**config.mk**
```make
export PLATFORM = sky130hd
export DESIGN_NAME = vector_xfer_arbiter_flat
export DESIGN_NICKNAME = d
export VERILOG_FILES = /design/src/rtl/vector_xfer_arbiter_if.sv /design/src/rtl/vector_xfer_arbiter.sv /design/src/flat_wrapper.sv
export SDC_FILE = /design/constraint.sdc
export NUM_CORES = 1
export LEC_CHECK = 0
export CELL_PAD_IN_SITES_DETAIL_PLACEMENT = 0
export CELL_PAD_IN_SITES_GLOBAL_PLACEMENT = 1
export CORE_UTILIZATION = 30
export DETAILED_ROUTE_END_ITERATION = 10
export DONT_BUFFER_PORTS = 1
export HOLD_SLACK_MARGIN = 0.05
export MAX_ROUTING_LAYER = met4
export PLACE_DENSITY_LB_ADDON = 0.1
export SLEW_MARGIN = 20
export SYNTH_ARGS = -nofsm -noshare
export SYNTH_HDL_FRONTEND = slang
export SYNTH_SLANG_ARGS = --single-unit
```
**constraint.sdc**
```tcl
create_clock -name clk -period 3.6 [get_ports clk]
set_clock_uncertainty 0.1 [all_clocks]
set_input_delay 0.54 -clock clk [delete_from_list [all_inputs] [get_ports clk]]
set_output_delay 0.54 -clock clk [all_outputs]
set_load 0.02 [all_outputs]
```
**src/rtl/vector_xfer_arbiter_if.sv**
```systemverilog
// Link-speed type shared with the arbiter, plus the bundle of source-request and
// FIFO-write signals around the arbiter.
package vector_xfer_pkg;
  typedef enum logic [1:0] {
    LINK_10   = 2'd0,
    LINK_100  = 2'd1,
    LINK_1000 = 2'd2
  } link_select_t;
endpackage

interface vector_xfer_if #(
  parameter int unsigned N   = 4,
  parameter int unsigned W   = 10,
  parameter int unsigned IDW = $clog2(N)
) ();
  logic [N-1:0]         req_valid;
  logic [N-1:0][W-1:0]  req_vector;
  logic [N-1:0]         req_ready;
  logic                 ovalid;
  logic [IDW+W-1:0]     ovector;

  // master: the arbiter; slave: the sources and the FIFO write side
  modport master (
    input  req_valid,
    input  req_vector,
    output req_ready,
    output ovalid,
    output ovector
  );

  modport slave (
    output req_valid,
    output req_vector,
    input  req_ready,
    input  ovalid,
    input  ovector
  );
endinterface

```
**src/rtl/vector_xfer_arbiter.sv**
```systemverilog
// Round-robin arbiter sharing one FIFO write port among pN sources, with credit-based
// flow control and link-speed-dependent write pacing.
module vector_xfer_arbiter
  import vector_xfer_pkg::*;
#(
  parameter int unsigned pN       = 4,
  parameter int unsigned pWIDTH   = 10,
  parameter int unsigned pIDW     = $clog2(pN),
  parameter int unsigned pCREDITS = 8,
  parameter int unsigned pGAP_100 = 10
) (
  input  logic                          clk,
  input  logic                          reset,
  input  link_select_t                  link_speed,
  vector_xfer_if.master                 bus,
  input  logic                          credit_return,
  output logic [$clog2(pCREDITS+1)-1:0] credits_avail,
  output logic                          credit_err
);

  localparam int unsigned CW = $clog2(pCREDITS + 1);
  localparam int unsigned GW = (pGAP_100 > 2) ? $clog2(pGAP_100) : 1;

  typedef enum logic [0:0] {StIdle, StGap} state_e;

  state_e                  state_q;
  logic [GW-1:0]           gap_cnt_q;
  logic [pIDW-1:0]         rr_last_q;
  logic [CW-1:0]           credits_q;
  logic                    credit_err_q;
  logic                    ovalid_q;
  logic [pIDW+pWIDTH-1:0]  ovector_q;

  logic [pIDW-1:0]         grant;
  logic [pIDW-1:0]         cand;
  logic                    found;
  logic                    accept;

  // First valid source searching upward from the one after the last winner.
  always_comb begin
    grant = '0;
    cand  = '0;
    found = 1'b0;
    for (int unsigned i = 1; i <= pN; i++) begin
      cand = pIDW'((32'(rr_last_q) + i) % pN);
      if (!found && bus.req_valid[cand]) begin
        found = 1'b1;
        grant = cand;
      end
    end
  end

  assign accept = (state_q == StIdle) && found && (credits_q != '0) && !reset;

  always_comb begin
    bus.req_ready = '0;
    if (accept) begin
      bus.req_ready = pN'(1) << grant;
    end
  end

  assign bus.ovalid    = ovalid_q;
  assign bus.ovector   = ovector_q;
  assign credits_avail = credits_q;
  assign credit_err    = credit_err_q;

  always_ff @(posedge clk) begin
    if (reset) begin
      state_q      <= StIdle;
      gap_cnt_q    <= '0;
      rr_last_q    <= pIDW'(pN - 1);
      credits_q    <= CW'(pCREDITS);
      credit_err_q <= 1'b0;
      ovalid_q     <= 1'b0;
      ovector_q    <= '0;
    end else begin
      ovalid_q <= accept;
      if (accept) begin
        ovector_q <= {grant, bus.req_vector[grant]};
        rr_last_q <= grant;
      end

      unique case (state_q)
        StIdle: begin
          if (accept && (link_speed != LINK_1000)) begin
            state_q   <= StGap;
            gap_cnt_q <= GW'(pGAP_100 - 2);
          end
        end
        StGap: begin
          if ((link_speed == LINK_1000) || (gap_cnt_q == '0)) begin
            state_q <= StIdle;
          end else begin
            gap_cnt_q <= gap_cnt_q - 1'b1;
          end
        end
        default: state_q <= StIdle;
      endcase

      // A return at full count is a protocol error; the count saturates.
      if (accept && !credit_return) begin
        credits_q <= credits_q - 1'b1;
      end else if (!accept && credit_return) begin
        if (credits_q == CW'(pCREDITS)) begin
          credit_err_q <= 1'b1;
        end else begin
          credits_q <= credits_q + 1'b1;
        end
      end
    end
  end

endmodule

```
**src/flat_wrapper.sv**
```systemverilog
// flat-port wrapper written by rule: the top's interface ports become plain ports
module vector_xfer_arbiter_flat import vector_xfer_pkg::*;
#(
  parameter int unsigned pN       = 4,
  parameter int unsigned pWIDTH   = 10,
  parameter int unsigned pIDW     = $clog2(pN),
  parameter int unsigned pCREDITS = 8,
  parameter int unsigned pGAP_100 = 10
)
  (clk, reset, link_speed, credit_return, credits_avail, credit_err, bus_req_valid, bus_req_vector, bus_req_ready, bus_ovalid, bus_ovector);
  vector_xfer_if #(.N(4), .W(10)) bus_i ();
  input  logic clk;
  input  logic reset;
  input  link_select_t link_speed;
  input  logic credit_return;
  output logic [$clog2(pCREDITS+1)-1:0] credits_avail;
  output logic credit_err;
  input wire logic [$bits(bus_i.req_valid)-1:0] bus_req_valid;
  input wire logic [$bits(bus_i.req_vector)-1:0] bus_req_vector;
  output wire logic [$bits(bus_i.req_ready)-1:0] bus_req_ready;
  output wire logic [$bits(bus_i.ovalid)-1:0] bus_ovalid;
  output wire logic [$bits(bus_i.ovector)-1:0] bus_ovector;
  assign bus_i.req_valid = bus_req_valid;
  assign bus_i.req_vector = bus_req_vector;
  assign bus_req_ready = bus_i.req_ready;
  assign bus_ovalid = bus_i.ovalid;
  assign bus_ovector = bus_i.ovector;
  vector_xfer_arbiter #(.pN(pN), .pWIDTH(pWIDTH), .pIDW(pIDW), .pCREDITS(pCREDITS), .pGAP_100(pGAP_100)) u_core (.clk(clk), .reset(reset), .link_speed(link_speed), .bus(bus_i), .credit_return(credit_return), .credits_avail(credits_avail), .credit_err(credit_err));
endmodule
```
==> flow_metrics.tcl, run 1 <==
set metrics [dict create \
    grt_usage_pct 13.4 \
    path_cells "nor4_1 -> or4_1 -> inv_6 -> ha_1 -> ha_1 -> a21o_2 -> a21oi_1 -> xnor2_1 -> a21oi_1 -> a311o_1" \
    cts_buffers 3 \
    viasPerCell 5.34 \
    grt_overflow 0 \
    drive_gt1_share_pct 7.55 \
    min_to "u_core.gap_cnt_q[3]" \
    setup_viol 0 \
    boundaryPins 71 \
    route.antenna.remaining_nets 0 \
    synth.distinct_cells 36 \
    hold_path.startpoint "reset" \
    nFillCells 485 \
    cp-end-kind "flop" \
    yosysWarnings 0 \
    worst_pin_slew_ns 0.899 \
    cap_violations 0 \
    rsz0062_at_grt "no" \
    diodes 0 \
    synth.avg_cell_area_um2 8.87 \
    post-place-ws_ns 0.444 \
    wirelength_um 3260 \
    register_area_um2 500 \
    cts_sinks 25 \
    initial_core_util_pct 31.9 \
    violations "design-rule violations" \
    final_cell_count_no_fill 211 \
    whs_path_depth 1 \
    hpwl_um 2510 \
    num_vias 1126 \
    cp_top_family "compound AO/OA/AOI/OAI gates" \
    post_cts_resized 0 \
    r2r_start "u_core.credits_avail[0]" \
    crit_fanout 9 \
    syn-num-nets 217 \
    die_w_um 71.0 \
    multi_input_area_um2 835 \
    report.final.slew_viol_count 0 \
    place_area_mm2 0.00146 \
    grt_pass1_wl_um 5220 \
    status "complete, but fails checks" \
    layout_common_cells "dfxtp_1 (25), mux2i_1 (21), nand2_1 (18), nor2_1 (15), inv_1 (12)" \
    clk_latency_ns 0.27 \
    core-area_mm2 0.00447 \
    regToRegSetupSlack_ns 0.45 \
    hold_viol 0 \
    syn_area_mm2 0.00143 \
    critPathArrivalTime_ns 3.22 \
    fin_setup_tns_ns 0 \
    fin_crit_sh_pct 87.5 \
    slew-limit-headroom_pct 39.8 \
    cp_data_required_time_ns 3.67 \
    critPathSlowestCell "or4_1" \
    clk_pin_slew_ns 0.09 \
    utilization_pct 33.7 \
    cpPeakStageDelay_ns 0.64 \
    place.gp.congestion 0.707 \
    wl_per_cell_um 15.5 \
    ys_seq_area_share_pct 35.1 \
    fin_ws_ns 0.450 \
    htreeDepth 1 \
    io_buffer_count 0 \
    critPathLaunchType "flop" \
    clk_path_buf_depth 2 \
    cts_root_buf "clkbuf_8" \
    fin_crit_ns 3.15 \
    hold_class "in -> reg" \
    crit_buf_inv 1 \
    design_area_mm2 0.00151 \
    drc 2 \
    grt_max_degree 15 \
    rows 24 \
    r2r_cells 10 \
    r2r-end "u_core.credits_avail[3]" \
    peakVddDrop_uv 212 \
    ctsHoldBuffers 0 \
    final_common_cell "dfxtp_1" \
    area_delta_synth_final_pct 5.52 \
    fp.dieH_um 71.0 \
    firstDrtPassIters 9 \
    synthCells 161 \
    grt_pass1_vias 1140 \
    antenna_found_initial 0 \
    p_leak_nw 0.630 \
    cts_tree "done" \
    drt-initial-drc-count 27 \
    placedCellCount 207 \
    num-nets-final 216 \
    dieArea_mm2 0.00504 \
    p_per_area_mw_per_mm2 580 \
    postCtsSetupBuffers 0 \
    max_freq_ghz 0.317 \
    path_class "reg -> reg" \
    ys_seq_elements 25 \
]
flip-flops by register name (all words and copies together), names as in the netlist:
| signal | flops |
|---|---|
| u_core.credit_err | 1 |
| u_core.gap_cnt_q | 4 |
| u_core.bus.ovalid | 1 |
| u_core.bus.ovector | 12 |
| u_core.rr_last_q | 2 |
| u_core.credits_avail | 4 |
| u_core.state_q | 1 |
cells in the mapped netlist:
master / instances / area (um^2)
nor3_1: 3 / 15.0
clkbuf_1: 2 / 7.51
a311o_1: 1 / 10.0
ha_1: 6 / 75.1
nand2_1: 18 / 67.6
nor2b_1: 5 / 31.3
o21ai_1: 2 / 10.0
o31a_1: 1 / 8.76
o21ai_0: 2 / 10.0
a21o_1: 1 / 7.51
o2111ai_1: 1 / 8.76
o21ai_2: 1 / 8.76
mux2i_1: 21 / 210
dfxtp_1: 25 / 500
or3_1: 1 / 6.26
o2bb2ai_1: 1 / 8.76
nor2_1: 15 / 56.3
inv_6: 1 / 8.76
fa_1: 1 / 20.0
a21oi_2: 1 / 8.76
nand2b_1: 1 / 6.26
or4_1: 1 / 7.51
o311ai_4: 1 / 26.3
and3_2: 2 / 15.0
nor4_1: 2 / 12.5
a211o_1: 1 / 8.76
buf_6: 1 / 11.3
nand3_1: 1 / 5.00
buf_2: 4 / 20.0
inv_1: 12 / 45.0
xnor2_1: 3 / 26.3
a22oi_1: 2 / 15.0
o221ai_1: 10 / 87.6
a21oi_1: 9 / 45.0
a21o_2: 1 / 8.76
or3_2: 1 / 7.51
how the worst max path moves through the flow:
stage | from | end | slack (ns) | cells after the start
6_report | u_core.credits_avail[0] | u_core.credits_avail[3] | 0.45 | 10
5_1_grt | u_core.credits_avail[0] | u_core.credits_avail[3] | 0.23 | 10
4_1_cts | u_core.credits_avail[0] | u_core.credits_avail[3] | 0.43 | 10
3_5_place_dp | u_core.credits_avail[0] | u_core.credits_avail[3] | 0.44 | 10
3_3_place_gp | u_core.credits_avail[0] | u_core.credits_avail[3] | 0.55 | 10
2_1_floorplan | reset | u_core.credits_avail[3] | 0.75 | 10
cell type report:
cell class / count / share of cell area, %
clock buffers: 4 / 2.99
repair buffers: 1 / 0.498
inverters: 13 / 3.57
multi-input cells: 116 / 55.4
well taps: 52 / 4.32
flip-flops and latches: 25 / 33.2
where the power goes:
| part | total [mW] | switching (mW) | internal (mW) |
|---|---|---|---|
| logic | 0.265 | 0.146 | 0.118 |
| registers | 0.438 | 0.104 | 0.334 |
| clock network | 0.171 | 0.0916 | 0.0792 |
per-stage QoR:
stage               hold WS (ns)  total power, mW
CTS                        0.214            0.884
floorplan                  0.339            0.663
global route               0.204            0.936
finish                     0.219            0.874
global placement           0.357            0.708
detailed placement         0.361            0.713
logic make-up after synthesis:
family / after synthesis / synth area share, %
AO/OA/AOI/OAI: 35 / 19.1
XOR/XNOR: 3 / 1.84
adder cells (fa/ha/maj): 7 / 6.66
buffers and inverters: 20 / 6.49
flip-flops: 25 / 35.1
multiplexers: 21 / 14.7
AND/OR/NAND/NOR: 50 / 16.1
per-layer routing:
layer | GRT usage, % | vias to the layer above | share of wire (%)
li1 | - | 567 | -
met1 | 16.1 | 509 | 44
met2 | 21.5 | 44 | 47
met3 | 3.85 | 6 | 7.1
met4 | 4.44 | 0 | 1.7
met5 | - | - | 0
Note: power is estimated with default switching activity, not from simulation.
==> run 2: changes to the inputs <==
--- a/config.mk
+++ b/config.mk
@@ -14,3 +14,3 @@
 export MAX_ROUTING_LAYER = met4
-export PLACE_DENSITY_LB_ADDON = 0.1
+export PLACE_DENSITY = 0.65
 export SLEW_MARGIN = 20
==> constraint.sdc (replaced) <==
create_clock -name clk -period 2.6 [get_ports clk]
set_clock_uncertainty 0.1 [all_clocks]
set_input_delay 0.39 -clock clk [delete_from_list [all_inputs] [get_ports clk]]
set_output_delay 0.39 -clock clk [all_outputs]
set_load 0.05 [all_outputs]
==> run 2 against run 1 <==
Against the previous run:
- the flow still finishes with violations (design-rule violations)
- sequential cell count unchanged
- die area did not move
- hold slack worse by 0.14 ns
- maximum frequency is 27% higher
- combinational power rose by 89%
- critical path type unchanged
- highest routed layer unchanged
- routed wire length increased by 2.1%
- global-route usage barely moved
- critical path depth did not move
==> flow_metrics.tcl, run 2 (synthesis results as in run 1) <==
set metrics [dict create \
    status "complete, but fails checks" \
    violations "design-rule violations" \
    dieArea_mm2 0.00504 \
    setup_viol 0 \
    worst_pin_slew_ns 0.528 \
    cts_root_buf "clkbuf_8" \
    swShare_pct 44.7 \
    critPathArrivalTime_ns 2.53 \
    cp_data_required_time_ns 2.65 \
    area_delta_synth_final_pct 16.6 \
    grt_pass1_wl_um 5230 \
    max_freq_ghz 0.403 \
    slew-limit-headroom_pct 64.7 \
    htreeDepth 1 \
    power_frac_comb_pct 35.1 \
    die_w_um 71.0 \
    wirelength_um 3330 \
    design_area_mm2 0.00166 \
    path_class "reg -> reg" \
    utilization_pct 37.2 \
    drc 4 \
    p_per_area_mw_per_mm2 854 \
    cts_sinks 25 \
    rows 24 \
    ctsHoldBuffers 0 \
    rsz0062_at_grt "no" \
    viasPerCell 5.27 \
    firstDrtPassIters 8 \
    hold_slack_ns 0.0823 \
    layout_common_cells "mux2i_1 (21), dfxtp_1 (21), nand2_1 (18), nor2_1 (13)" \
    seqPwrFrac_pct 49.3 \
    io_buffer_count 0 \
    cp-end-kind "flop" \
    wl_per_cell_um 14.9 \
    p_leak_nw 0.695 \
    clk_pin_slew_ns 0.08 \
    hold_viol 0 \
    p_switching_mw 0.636 \
    crit_fanout 5 \
    fp.dieH_um 71.0 \
    cts_tree "done" \
    placedCellCount 219 \
    boundaryPins 71 \
    peakVddDrop_uv 455 \
    largest_reg_flops 12 \
    hold_class "in -> reg" \
    hpwl_um 2680 \
    antenna_found_initial 0 \
    num-nets-final 228 \
    diodes 0 \
    grt_max_degree 21 \
    fin_crit_ns 2.48 \
    num_vias 1175 \
    final_cell_count_no_fill 223 \
    place.gp.congestion 0.863 \
    place_area_mm2 0.00162 \
    drt-initial-drc-count 41 \
    p_int_mw 0.785 \
    initial_core_util_pct 31.9 \
    cap_violations 0 \
    route.antenna.remaining_nets 0 \
    grt_usage_pct 13.4 \
    nFillCells 451 \
    cts_buffers 3 \
    clk_path_buf_depth 2 \
    fin_setup_tns_ns 0 \
    report.final.slew_viol_count 0 \
    fin_crit_sh_pct 95.5 \
    grt_pass1_vias 1096 \
    drive_gt1_share_pct 19.9 \
    critPathLaunchType "flop" \
    clock_power_share_pct 15.5 \
    core-area_mm2 0.00447 \
    grt_overflow 0 \
    clk_latency_ns 0.26 \
]
## run 2: cell count changes in the layout (fill, tap and decap cells not counted), moves of 2 or more
cell	before	now
nor2_1	15	13
ha_4	0	2
buf_4	1	12
dfxtp_1	25	21
nor2_2	0	2
dfxtp_4	0	4
ha_1	6	4
## run 2: worst paths after layout
kind	startpoint	endpoint	slack, ns	cells after the start
max reg2reg	u_core.credits_avail[2]	u_core.credits_avail[3]	0.12	10
min reg2reg	u_core.gap_cnt_q[0]	u_core.gap_cnt_q[0]	0.37	2
min	reset	u_core.credits_avail[2]	0.08	1
max	u_core.credits_avail[2]	u_core.credits_avail[3]	0.12	10
## run 2: critical path, cell delays in order (launching register included)
cell,delay (ns)
dfxtp_4,0.35
nor4_1,0.05
or4_4,0.56
inv_8,0.08
ha_4,0.17
ha_4,0.20
a21o_2,0.19
a21oi_2,0.13
xnor2_1,0.15
a21oi_1,0.09
a311o_1,0.31
## run 2: what timing repair did
item,in CTS,in global routing
setup endpoints to repair,0,1
setup buffers,0,0
gates resized for setup,0,1
## run 2: area by class of cell
type	count	area, um^2	share of cell area [%]
Inverter	13	56.3	3.38
Multi-Input combinational cell	116	872	52.4
Timing Repair Buffer	13	110	6.62
Clock buffer	4	45.0	2.71
Sequential cell	25	515	31.0
Tap cell	52	65.1	3.91
## run 2: power groups by stage
stage / clock (mW) / combinational, mW / sequential (mW)
finish: 0.221 / 0.500 / 0.701
global route: 0.254 / 0.549 / 0.710
CTS: 0.235 / 0.501 / 0.703
detailed placement: 0 / 0.500 / 0.712
global placement: 0 / 0.489 / 0.707
floorplan: 0 / 0.352 / 0.742
## run 2: metrics by stage
stage          worst slack (ns)  power (mW)
4_1_cts                  0.0351        1.44
2_1_floorplan           -0.0367        1.09
3_3_place_gp             0.0861        1.20
6_report                  0.118        1.42
5_1_grt                  0.0611        1.51
3_5_place_dp             0.0598        1.21
## run 2: per-layer routing
metal / part of all wire, % / vias to the layer above / global-route usage (%)
met5: 0 / - / -
met4: 0.51 / 0 / 2.00
met3: 6.8 / 2 / 4.56
met2: 48 / 35 / 21.5
met1: 44 / 545 / 16.8
li1: - / 593 / -
